===== config.mk =====
export PLATFORM = sky130hd
export DESIGN_NAME = serial_adder_flat
export DESIGN_NICKNAME = d
export VERILOG_FILES = /design/src/rtl/serial_adder_pkg.sv /design/src/rtl/serial_adder_if.sv /design/src/rtl/serial_adder_fa_cell.sv /design/src/rtl/serial_adder.sv /design/src/flat_wrapper.sv
export SDC_FILE = /design/constraint.sdc
export NUM_CORES = 1
export LEC_CHECK = 0
export ABC_AREA = 1
export CORE_AREA = 2 2 82 84
export CTS_CLUSTER_SIZE = 40
export DETAILED_ROUTE_END_ITERATION = 12
export DIE_AREA = 0 0 84 86
export SYNTH_ARGS = -nofsm -noshare
export SYNTH_HDL_FRONTEND = slang
export SYNTH_HIERARCHICAL = 1
export SYNTH_SLANG_ARGS = --single-unit

===== constraint.sdc =====
create_clock -name clk -period 1.7 [get_ports clk]
set_input_delay 0.34 -clock clk [delete_from_list [all_inputs] [get_ports clk]]
set_output_delay 0.34 -clock clk [all_outputs]
set_load 0.1 [all_outputs]

===== src/rtl/serial_adder_pkg.sv =====
// Shared types and constants for the bit-serial adder.
// Holds the FSM state encoding and the counter-width helper.
package serial_adder_pkg;

  localparam int MAX_WIDTH = 32;

  typedef enum logic [1:0] {
    IDLE = 2'd0,
    RUN  = 2'd1,
    DONE = 2'd2
  } state_t;

  // Bit-counter width: ceil(log2(w)), never less than one bit.
  function automatic int cnt_width(input int w);
    return (w > 1) ? $clog2(w) : 1;
  endfunction

endpackage


===== src/rtl/serial_adder_if.sv =====
// Request/result bundle for serial_adder; the master issues adds, the slave computes them.
// start is accepted only while the slave is idle: one start edge in IDLE latches a, b and cin,
// and done pulses once when sum/cout are valid. sum and cout then hold until the next accepted start.
interface serial_adder_if
  import serial_adder_pkg::*;
#(
  parameter int WIDTH = 8
);

  logic             start;
  logic [WIDTH-1:0] a;
  logic [WIDTH-1:0] b;
  logic             cin;
  logic             busy;
  logic             done;
  logic [WIDTH-1:0] sum;
  logic             cout;
  state_t           dbg_state;

  modport master (
    output start, a, b, cin,
    input  busy, done, sum, cout, dbg_state
  );

  modport slave (
    input  start, a, b, cin,
    output busy, done, sum, cout, dbg_state
  );

endinterface


===== src/rtl/serial_adder_fa_cell.sv =====
// Single-bit full adder: the only arithmetic in the serial adder.
module fa_cell (
  input  logic x,
  input  logic y,
  input  logic z,
  output logic s,
  output logic co
);

  assign s  = x ^ y ^ z;
  assign co = (x & y) | (x & z) | (y & z);

endmodule


===== src/rtl/serial_adder.sv =====
// Bit-serial WIDTH-bit adder: one full-adder cell, one operand bit per clock, LSB first.
// All outputs are registered; the result appears WIDTH edges after start is accepted.
module serial_adder
  import serial_adder_pkg::*;
#(
  parameter int WIDTH = 8
) (
  input logic           clk,
  input logic           rst_n,
  serial_adder_if.slave bus
);

  localparam int CW = cnt_width(WIDTH);
  localparam logic [CW-1:0] LAST = CW'(WIDTH - 1);

  state_t           state_q, state_d;
  logic [WIDTH-1:0] a_sr_q, a_sr_d;
  logic [WIDTH-1:0] b_sr_q, b_sr_d;
  logic [WIDTH-1:0] s_sr_q, s_sr_d;
  logic             carry_q, carry_d;
  logic [CW-1:0]    cnt_q, cnt_d;
  logic             busy_q, busy_d;
  logic             done_q, done_d;
  logic [WIDTH-1:0] sum_q, sum_d;
  logic             cout_q, cout_d;

  logic             fa_s;
  logic             fa_co;
  logic [WIDTH-1:0] s_ins;
  logic [WIDTH-1:0] s_shift;

  fa_cell u_fa (
    .x  (a_sr_q[0]),
    .y  (b_sr_q[0]),
    .z  (carry_q),
    .s  (fa_s),
    .co (fa_co)
  );

  // New sum bit enters at the MSB so the LSB-first stream lands in order.
  always_comb begin
    s_ins            = '0;
    s_ins[WIDTH-1]   = fa_s;
    s_shift          = (s_sr_q >> 1) | s_ins;
  end

  always_comb begin
    state_d = state_q;
    a_sr_d  = a_sr_q;
    b_sr_d  = b_sr_q;
    s_sr_d  = s_sr_q;
    carry_d = carry_q;
    cnt_d   = cnt_q;
    done_d  = 1'b0;
    sum_d   = sum_q;
    cout_d  = cout_q;

    case (state_q)
      IDLE: begin
        if (bus.start) begin
          a_sr_d  = bus.a;
          b_sr_d  = bus.b;
          s_sr_d  = '0;
          carry_d = bus.cin;
          cnt_d   = '0;
          state_d = RUN;
        end
      end
      RUN: begin
        s_sr_d  = s_shift;
        carry_d = fa_co;
        a_sr_d  = a_sr_q >> 1;
        b_sr_d  = b_sr_q >> 1;
        cnt_d   = cnt_q + 1'b1;
        if (cnt_q == LAST) begin
          state_d = DONE;
          sum_d   = s_shift;
          cout_d  = fa_co;
          done_d  = 1'b1;
        end
      end
      DONE: begin
        state_d = IDLE;
      end
      default: begin
        state_d = IDLE;
      end
    endcase

    busy_d = (state_d == RUN);
  end

  always_ff @(posedge clk or negedge rst_n) begin
    if (!rst_n) begin
      state_q <= IDLE;
      a_sr_q  <= '0;
      b_sr_q  <= '0;
      s_sr_q  <= '0;
      carry_q <= 1'b0;
      cnt_q   <= '0;
      busy_q  <= 1'b0;
      done_q  <= 1'b0;
      sum_q   <= '0;
      cout_q  <= 1'b0;
    end else begin
      state_q <= state_d;
      a_sr_q  <= a_sr_d;
      b_sr_q  <= b_sr_d;
      s_sr_q  <= s_sr_d;
      carry_q <= carry_d;
      cnt_q   <= cnt_d;
      busy_q  <= busy_d;
      done_q  <= done_d;
      sum_q   <= sum_d;
      cout_q  <= cout_d;
    end
  end

  assign bus.busy      = busy_q;
  assign bus.done      = done_q;
  assign bus.sum       = sum_q;
  assign bus.cout      = cout_q;
  assign bus.dbg_state = state_q;

endmodule

===== src/flat_wrapper.sv =====
// flat-port wrapper written by rule: the top's interface ports become plain ports
module serial_adder_flat import serial_adder_pkg::*;
#(
  parameter int WIDTH = 8
)
  (clk, rst_n, bus_start, bus_a, bus_b, bus_cin, bus_busy, bus_done, bus_sum, bus_cout, bus_dbg_state);
  serial_adder_if #(.WIDTH(WIDTH)) bus_i ();
  input logic clk;
  input logic rst_n;
  input wire logic [$bits(bus_i.start)-1:0] bus_start;
  input wire logic [$bits(bus_i.a)-1:0] bus_a;
  input wire logic [$bits(bus_i.b)-1:0] bus_b;
  input wire logic [$bits(bus_i.cin)-1:0] bus_cin;
  output wire logic [$bits(bus_i.busy)-1:0] bus_busy;
  output wire logic [$bits(bus_i.done)-1:0] bus_done;
  output wire logic [$bits(bus_i.sum)-1:0] bus_sum;
  output wire logic [$bits(bus_i.cout)-1:0] bus_cout;
  output wire logic [$bits(bus_i.dbg_state)-1:0] bus_dbg_state;
  assign bus_i.start = bus_start;
  assign bus_i.a = bus_a;
  assign bus_i.b = bus_b;
  assign bus_i.cin = bus_cin;
  assign bus_busy = bus_i.busy;
  assign bus_done = bus_i.done;
  assign bus_sum = bus_i.sum;
  assign bus_cout = bus_i.cout;
  assign bus_dbg_state = bus_i.dbg_state;
  serial_adder #(.WIDTH(WIDTH)) u_core (.clk(clk), .rst_n(rst_n), .bus(bus_i));
endmodule

==> flow_metrics.tcl, run 1 <==
set metrics [dict create \
    busiest_layer "met2" \
    syn_nets 245 \
    rows 29 \
    yosys-top-cells-count "71 x nand2_1, 40 x dfrtp_1, 40 x inv_1" \
    synth_cells 222 \
    critPathLaunchType "flop" \
    core_area_sq_um 6280 \
    portBuffers 32 \
    worstPathRequired_ps 1890 \
    p_leak_nw 1.31 \
    hpwl_um 2610 \
    seqPwrFrac_pct 30.5 \
    setup_violations 0 \
    synth.area.top_cells "dfrtp_1 53%, nand2_1 14%, inv_1 8.0%, nand3_1 8.0%, o21ai_1 3.2%" \
    hold_path_class "flop to flop" \
    via_count 1463 \
    synth_top_area_share_pct 53.5 \
    max-cap-violations 0 \
    share_comb_of_total_power_pct 50.2 \
    post_cts_buffers 0 \
    power.share.clock_pct 19.3 \
    grt_pass1_wl_um 6420 \
    cp-end-kind "flop" \
    drive_above_1_share_pct 13.2 \
    drc 0 \
    cp_top_family "adder cells" \
    yosys_warnings 6 \
    grt_use_met1_pct 14.1 \
    htree_levels 2 \
    grt_pass1_vias 1375 \
    worst_pin_slew_ps 443 \
    grt_max_degree 27 \
    nFillCells 633 \
    rsz0062_at_grt "false" \
    synthesis.area_sq_um 1870 \
    cts_max_path_buffers 2 \
    skew_ps 2.13 \
    fmax_mhz 696 \
    synth.distinct_cells 19 \
    ioPinCount 33 \
    synth-seq-cells 40 \
    drtAntennaViolNets 0 \
    areaGrowthSynthToFinish_pct 36.4 \
    die_h_um 86 \
    sw_frac_of_total_pct 43.7 \
    path_buf_inv 1 \
    arrival_ps 1620 \
    path_clk_slew_ps 80 \
    grt_use_total_pct 11.1 \
    antenna_found_initial 0 \
    finalCriticalPeriod_ps 1440 \
    irDropWorstVdd_mv 1.21 \
    drt_wl_total_um 3750 \
    wire_per_inst_um 11.2 \
    critical_path_class "flop to flop" \
    synth-main-ff-cell "dfrtp_1" \
    hold_viol_final 0 \
    chipWidth_um 84 \
    placed_cells 326 \
    switchingPower_mw 2.42 \
    grt_remaining_overflow 0 \
    die_area_sq_um 7220 \
    clk_latency_ps 290 \
    postSynthAreaPerCell_sq_um 8.43 \
    root_buffer "clkbuf_8" \
    period_share_pct 84.5 \
    layout.nets 280 \
    critPathSlowestCell "dfrtp_1" \
    r2r_slack_ps 260 \
    tns_ps 0 \
    numCtsBuffers 5 \
    place_congestion 0.739 \
    slew_viol_final 0 \
    gr-usage-met3_pct 3.18 \
    drt_first_pass_iters 4 \
    synth_top_cell_by_area "dfrtp_1" \
    clock-sinks 40 \
    synth.most_common_cell "nand2_1" \
    relSlewSlack_pct 70.5 \
    status "complete, no violations" \
    ys_seq_area_share_pct 53.5 \
    grt_use_met2_pct 19.2 \
    initial_core_util_pct 29.8 \
    cp_max_fo 19 \
    vias_per_cell 4.37 \
    diodes 0 \
    synth_edf_count 0 \
    drt_iter0_drc 92 \
    crit_chain "ha_1, ha_1, nand2_2, inv_1, nand2_1, nand2_1" \
    internal_power_mw 3.12 \
    final_cells 335 \
    cts_tree "yes" \
    max_stage_delay_ps 410 \
    p_per_area_nw_per_um2 2170 \
    synthArstFlopShare_pct 100 \
]
-- worst min-delay path, delay by kind of cell, from the launching register on --
family	cells	cell delay [ps]
and+or+nand+nor	2	110
DFF	1	350
-- per-stage QoR --
stage	setup WS (ps)	power [mW]	area, sq um	util [%]	hold WS (ps)
final	264	5.54	2550	40.7	487
after global routing	148	5.92	2550	40.7	508
after CTS	259	5.60	2550	40.7	486
after detailed placement	212	4.51	2380	38.0	313
after global placement	242	4.45	2380	38.0	307
after floorplan	1.43	3.62	1870	-	44.4
-- flip-flops by register name (all words and copies together) (netlist names) --
| signal | cells |
|---|---|
| u_core/bus.busy | 1 |
| u_core/cnt_q | 3 |
| u_core/s_sr_q | 7 |
| u_core/carry_q | 1 |
| u_core/bus.done | 1 |
| u_core/b_sr_q | 8 |
| u_core/bus.sum | 8 |
| u_core/bus.cout | 1 |
| u_core/a_sr_q | 8 |
| u_core/bus.dbg_state | 2 |
-- layer usage --
metal  share of wire, %  vias to the layer above  wire length, um
met4               0.64                        0               24
li1                   -                      745                -
met5                  0                        -                0
met1                 45                      672             1680
met2                 49                       42             1840
met3                5.4                        4              204
-- cells in the final DEF, fill, tap and decap left out --
cell type,Yosys,routed
dlygate4sd3_1,0,1
ha_1,2,2
fa_1,1,1
nand2_8,2,2
nand2_4,1,1
inv_6,1,1
nand2_2,1,1
buf_4,1,3
buf_2,4,1
a21oi_1,3,3
nor2_1,2,2
nand2_1,71,71
buf_12,0,14
clkdlybuf4s50_1,0,18
nand3_1,30,30
o21ai_0,5,5
inv_1,40,40
clkbuf_8,0,5
dfrtp_2,0,1
bufinv_16,0,3
o21ai_1,12,12
inv_4,1,1
dfrtp_1,40,39
nor2_2,1,1
-- kinds of logic after synthesis --
kind of cell | count (synthesis) | synth area share, %
fa+ha+maj | 3 | 2.41
flops | 40 | 53.5
compound gates | 20 | 5.35
simple gates | 108 | 26.1
buf+inv | 51 | 12.7
-- power by group through the flow --
stage	clock network (mW)	registers (mW)	logic, mW
floorplan	0	2.44	1.18
global placement	0	1.69	2.76
detailed placement	0	1.70	2.80
CTS	1.10	1.69	2.81
global route	1.13	1.74	3.05
finish	1.07	1.69	2.78
-- timing repair --
item	in CTS	in global routing
setup endpoints to repair	0	0
hold buffers	1	0
gates resized for setup	0	0
endpoints found under the hold margin	14	0
-- layout make-up --
class	count	area, sq um	share of cell area (%)
clock buffer	5	68.8	2.69
clock inverter	3	90.1	3.53
inverter	42	165	6.47
multi-input combinational	131	633	24.8
sequential	40	1000	39.2
tap	77	96.3	3.77
timing repair buffer	37	498	19.5
-- worst paths after layout --
check | end | depth (start not counted) | start
max | u_core/bus.sum[7] | 6 | u_core/cnt_q[0]
min | u_core/b_sr_q[5] | 2 | u_core/b_sr_q[5]
max reg2reg | u_core/bus.sum[7] | 6 | u_core/cnt_q[0]
min reg2reg | u_core/b_sr_q[5] | 2 | u_core/b_sr_q[5]
max in group asynchronous | u_core/a_sr_q[4] | 3 | rst_n
min in group asynchronous | u_core/bus.done | 2 | rst_n
(Power assumes the default switching activity.)
==> run 2: changes to the inputs <==
Clock period 1.7 ns to 1.3 ns, I/O delays scaled along.
==> run 2 against run 1 <==
Compared with the run above:
- combinational power up 47%
- critical path depth down 5
- count of clock-buffer cells in the layout up 1
- register-to-register slack worse by 170 ps
- global-route usage up 0.19 points
- cell count up 3.9%
- sequential cell count unchanged
- highest routed layer unchanged
==> flow_metrics.tcl, run 2 (synthesized netlist as in run 1, its figures left out) <==
set metrics [dict create \
    critical_path_class "flop to output port" \
    cp_max_fo 3 \
    grt_pass1_wl_um 6470 \
    place_congestion 0.760 \
    cp_top_family "flip-flops" \
    setup_violations 0 \
    hold_viol_final 0 \
    drtAntennaViolNets 0 \
    rsz0062_at_grt "true" \
    layout.nets 293 \
    critPathLaunchType "flop" \
    skew_ps 3.42 \
    final_cell_mix "71 x nand2_1, 39 x inv_1, 38 x dfrtp_1" \
    die_area_sq_um 7220 \
    total_power_mw 7.30 \
    drive_above_1_share_pct 19.9 \
    irDropWorstVdd_mv 1.85 \
    drt_first_pass_iters 4 \
    cts_max_path_buffers 2 \
    path_buf_inv 1 \
    grt_max_degree 30 \
    layout_commonest_cell "nand2_1" \
    grt_remaining_overflow 0 \
    setup_slack_ps 24.8 \
    hpwl_um 2770 \
    slew_viol_final 0 \
    root_buffer "clkbuf_8" \
    rows 29 \
    clock-sinks 40 \
    max-cap-violations 0 \
    vias_per_cell 4.34 \
    areaGrowthSynthToFinish_pct 44.9 \
    grt_use_total_pct 11.3 \
    cp-end-kind "output port" \
    portBuffers 32 \
    via_count 1510 \
    worst_pin_slew_ps 291 \
    cts_tree "yes" \
    die_h_um 86 \
    ioPinCount 33 \
    placed_cells 334 \
    path_clk_slew_ps 80 \
    finish.utilization_pct 43.2 \
    diodes 0 \
    htree_levels 2 \
    drt_wl_total_um 3810 \
    hold_path_class "primary input to asynchronous set/reset pin" \
    final_cells 348 \
    finalCriticalPeriod_ps 1280 \
    dp_worst_setup_slack_ps -13.0 \
    max_stage_delay_ps 540 \
    period_share_pct 98.1 \
    fin_area_sq_um 2710 \
    numCtsBuffers 5 \
    tns_ps 0 \
    arrival_ps 1020 \
    drt_iter0_drc 61 \
    relSlewSlack_pct 80.6 \
    chipWidth_um 84 \
    grt_pass1_vias 1423 \
    nFillCells 642 \
    dpl_cell_area_sq_um 2520 \
    crit_chain "buf_12" \
    holdWs_ps 394 \
    initial_core_util_pct 29.8 \
    p_leak_nw 1.39 \
    clk_latency_ps 290 \
    critPathSlowestCell "dfrtp_4" \
    wire_per_inst_um 10.9 \
    fmax_mhz 784 \
    antenna_found_initial 0 \
    worstPathRequired_ps 1040 \
    p_per_area_nw_per_um2 2690 \
    status "complete, no violations" \
    core_area_sq_um 6280 \
    drc 0 \
]
run 2: changes by cell type in the layout (fill, tap and decap cells not counted), sizes merged:
cell	change
buf	+13
clkinv	+2
inv	-1
bufinv	-2
clkbuf	+1
run 2: layout make-up:
class / instances / area, sq um / area share, %
Timing Repair Buffer: 50 / 658 / 24.3
Clock inverter: 2 / 35.0 / 1.29
Multi-Input combinational cell: 131 / 666 / 24.6
Sequential cell: 40 / 1010 / 37.2
Clock buffer: 6 / 72.6 / 2.68
Tap cell: 77 / 96.3 / 3.55
Inverter: 42 / 175 / 6.46
run 2: power breakdown:
part / switching [mW] / internal, mW
logic: 2.44 / 1.67
registers: 0.396 / 1.81
clock network: 0.425 / 0.570
run 2: worst paths after layout:
kind / slack (ps) / from / depth (start not counted) / end
hold / removal: 390 / rst_n / 2 / u_core/bus.sum[4]
setup reg to reg: 90 / u_core/bus.dbg_state[0] / 6 / u_core/a_sr_q[2]
hold reg to reg: 480 / u_core/b_sr_q[3] / 2 / u_core/b_sr_q[3]
min in group clk: 480 / u_core/b_sr_q[3] / 2 / u_core/b_sr_q[3]
setup / recovery: 20 / u_core/bus.dbg_state[1] / 1 / bus_dbg_state[1]
max in group asynchronous: 450 / rst_n / 3 / u_core/bus.dbg_state[0]
run 2: per-layer routing:
metal	GRT usage, %	wire length [um]	vias up
met5	0	0	-
met4	5.87	84	0
met3	2.89	150	7
li1	-	-	770
met2	19.1	1880	33
met1	13.5	1690	700
run 2: repair_timing:
action | CTS | global route
buffers inserted | 1 | 4
hold endpoints to repair | 11 | 0
pin swaps | 0 | 2
resized for setup | 0 | 5
setup endpoints to repair | 1 | 14
hold buffers | 1 | 0
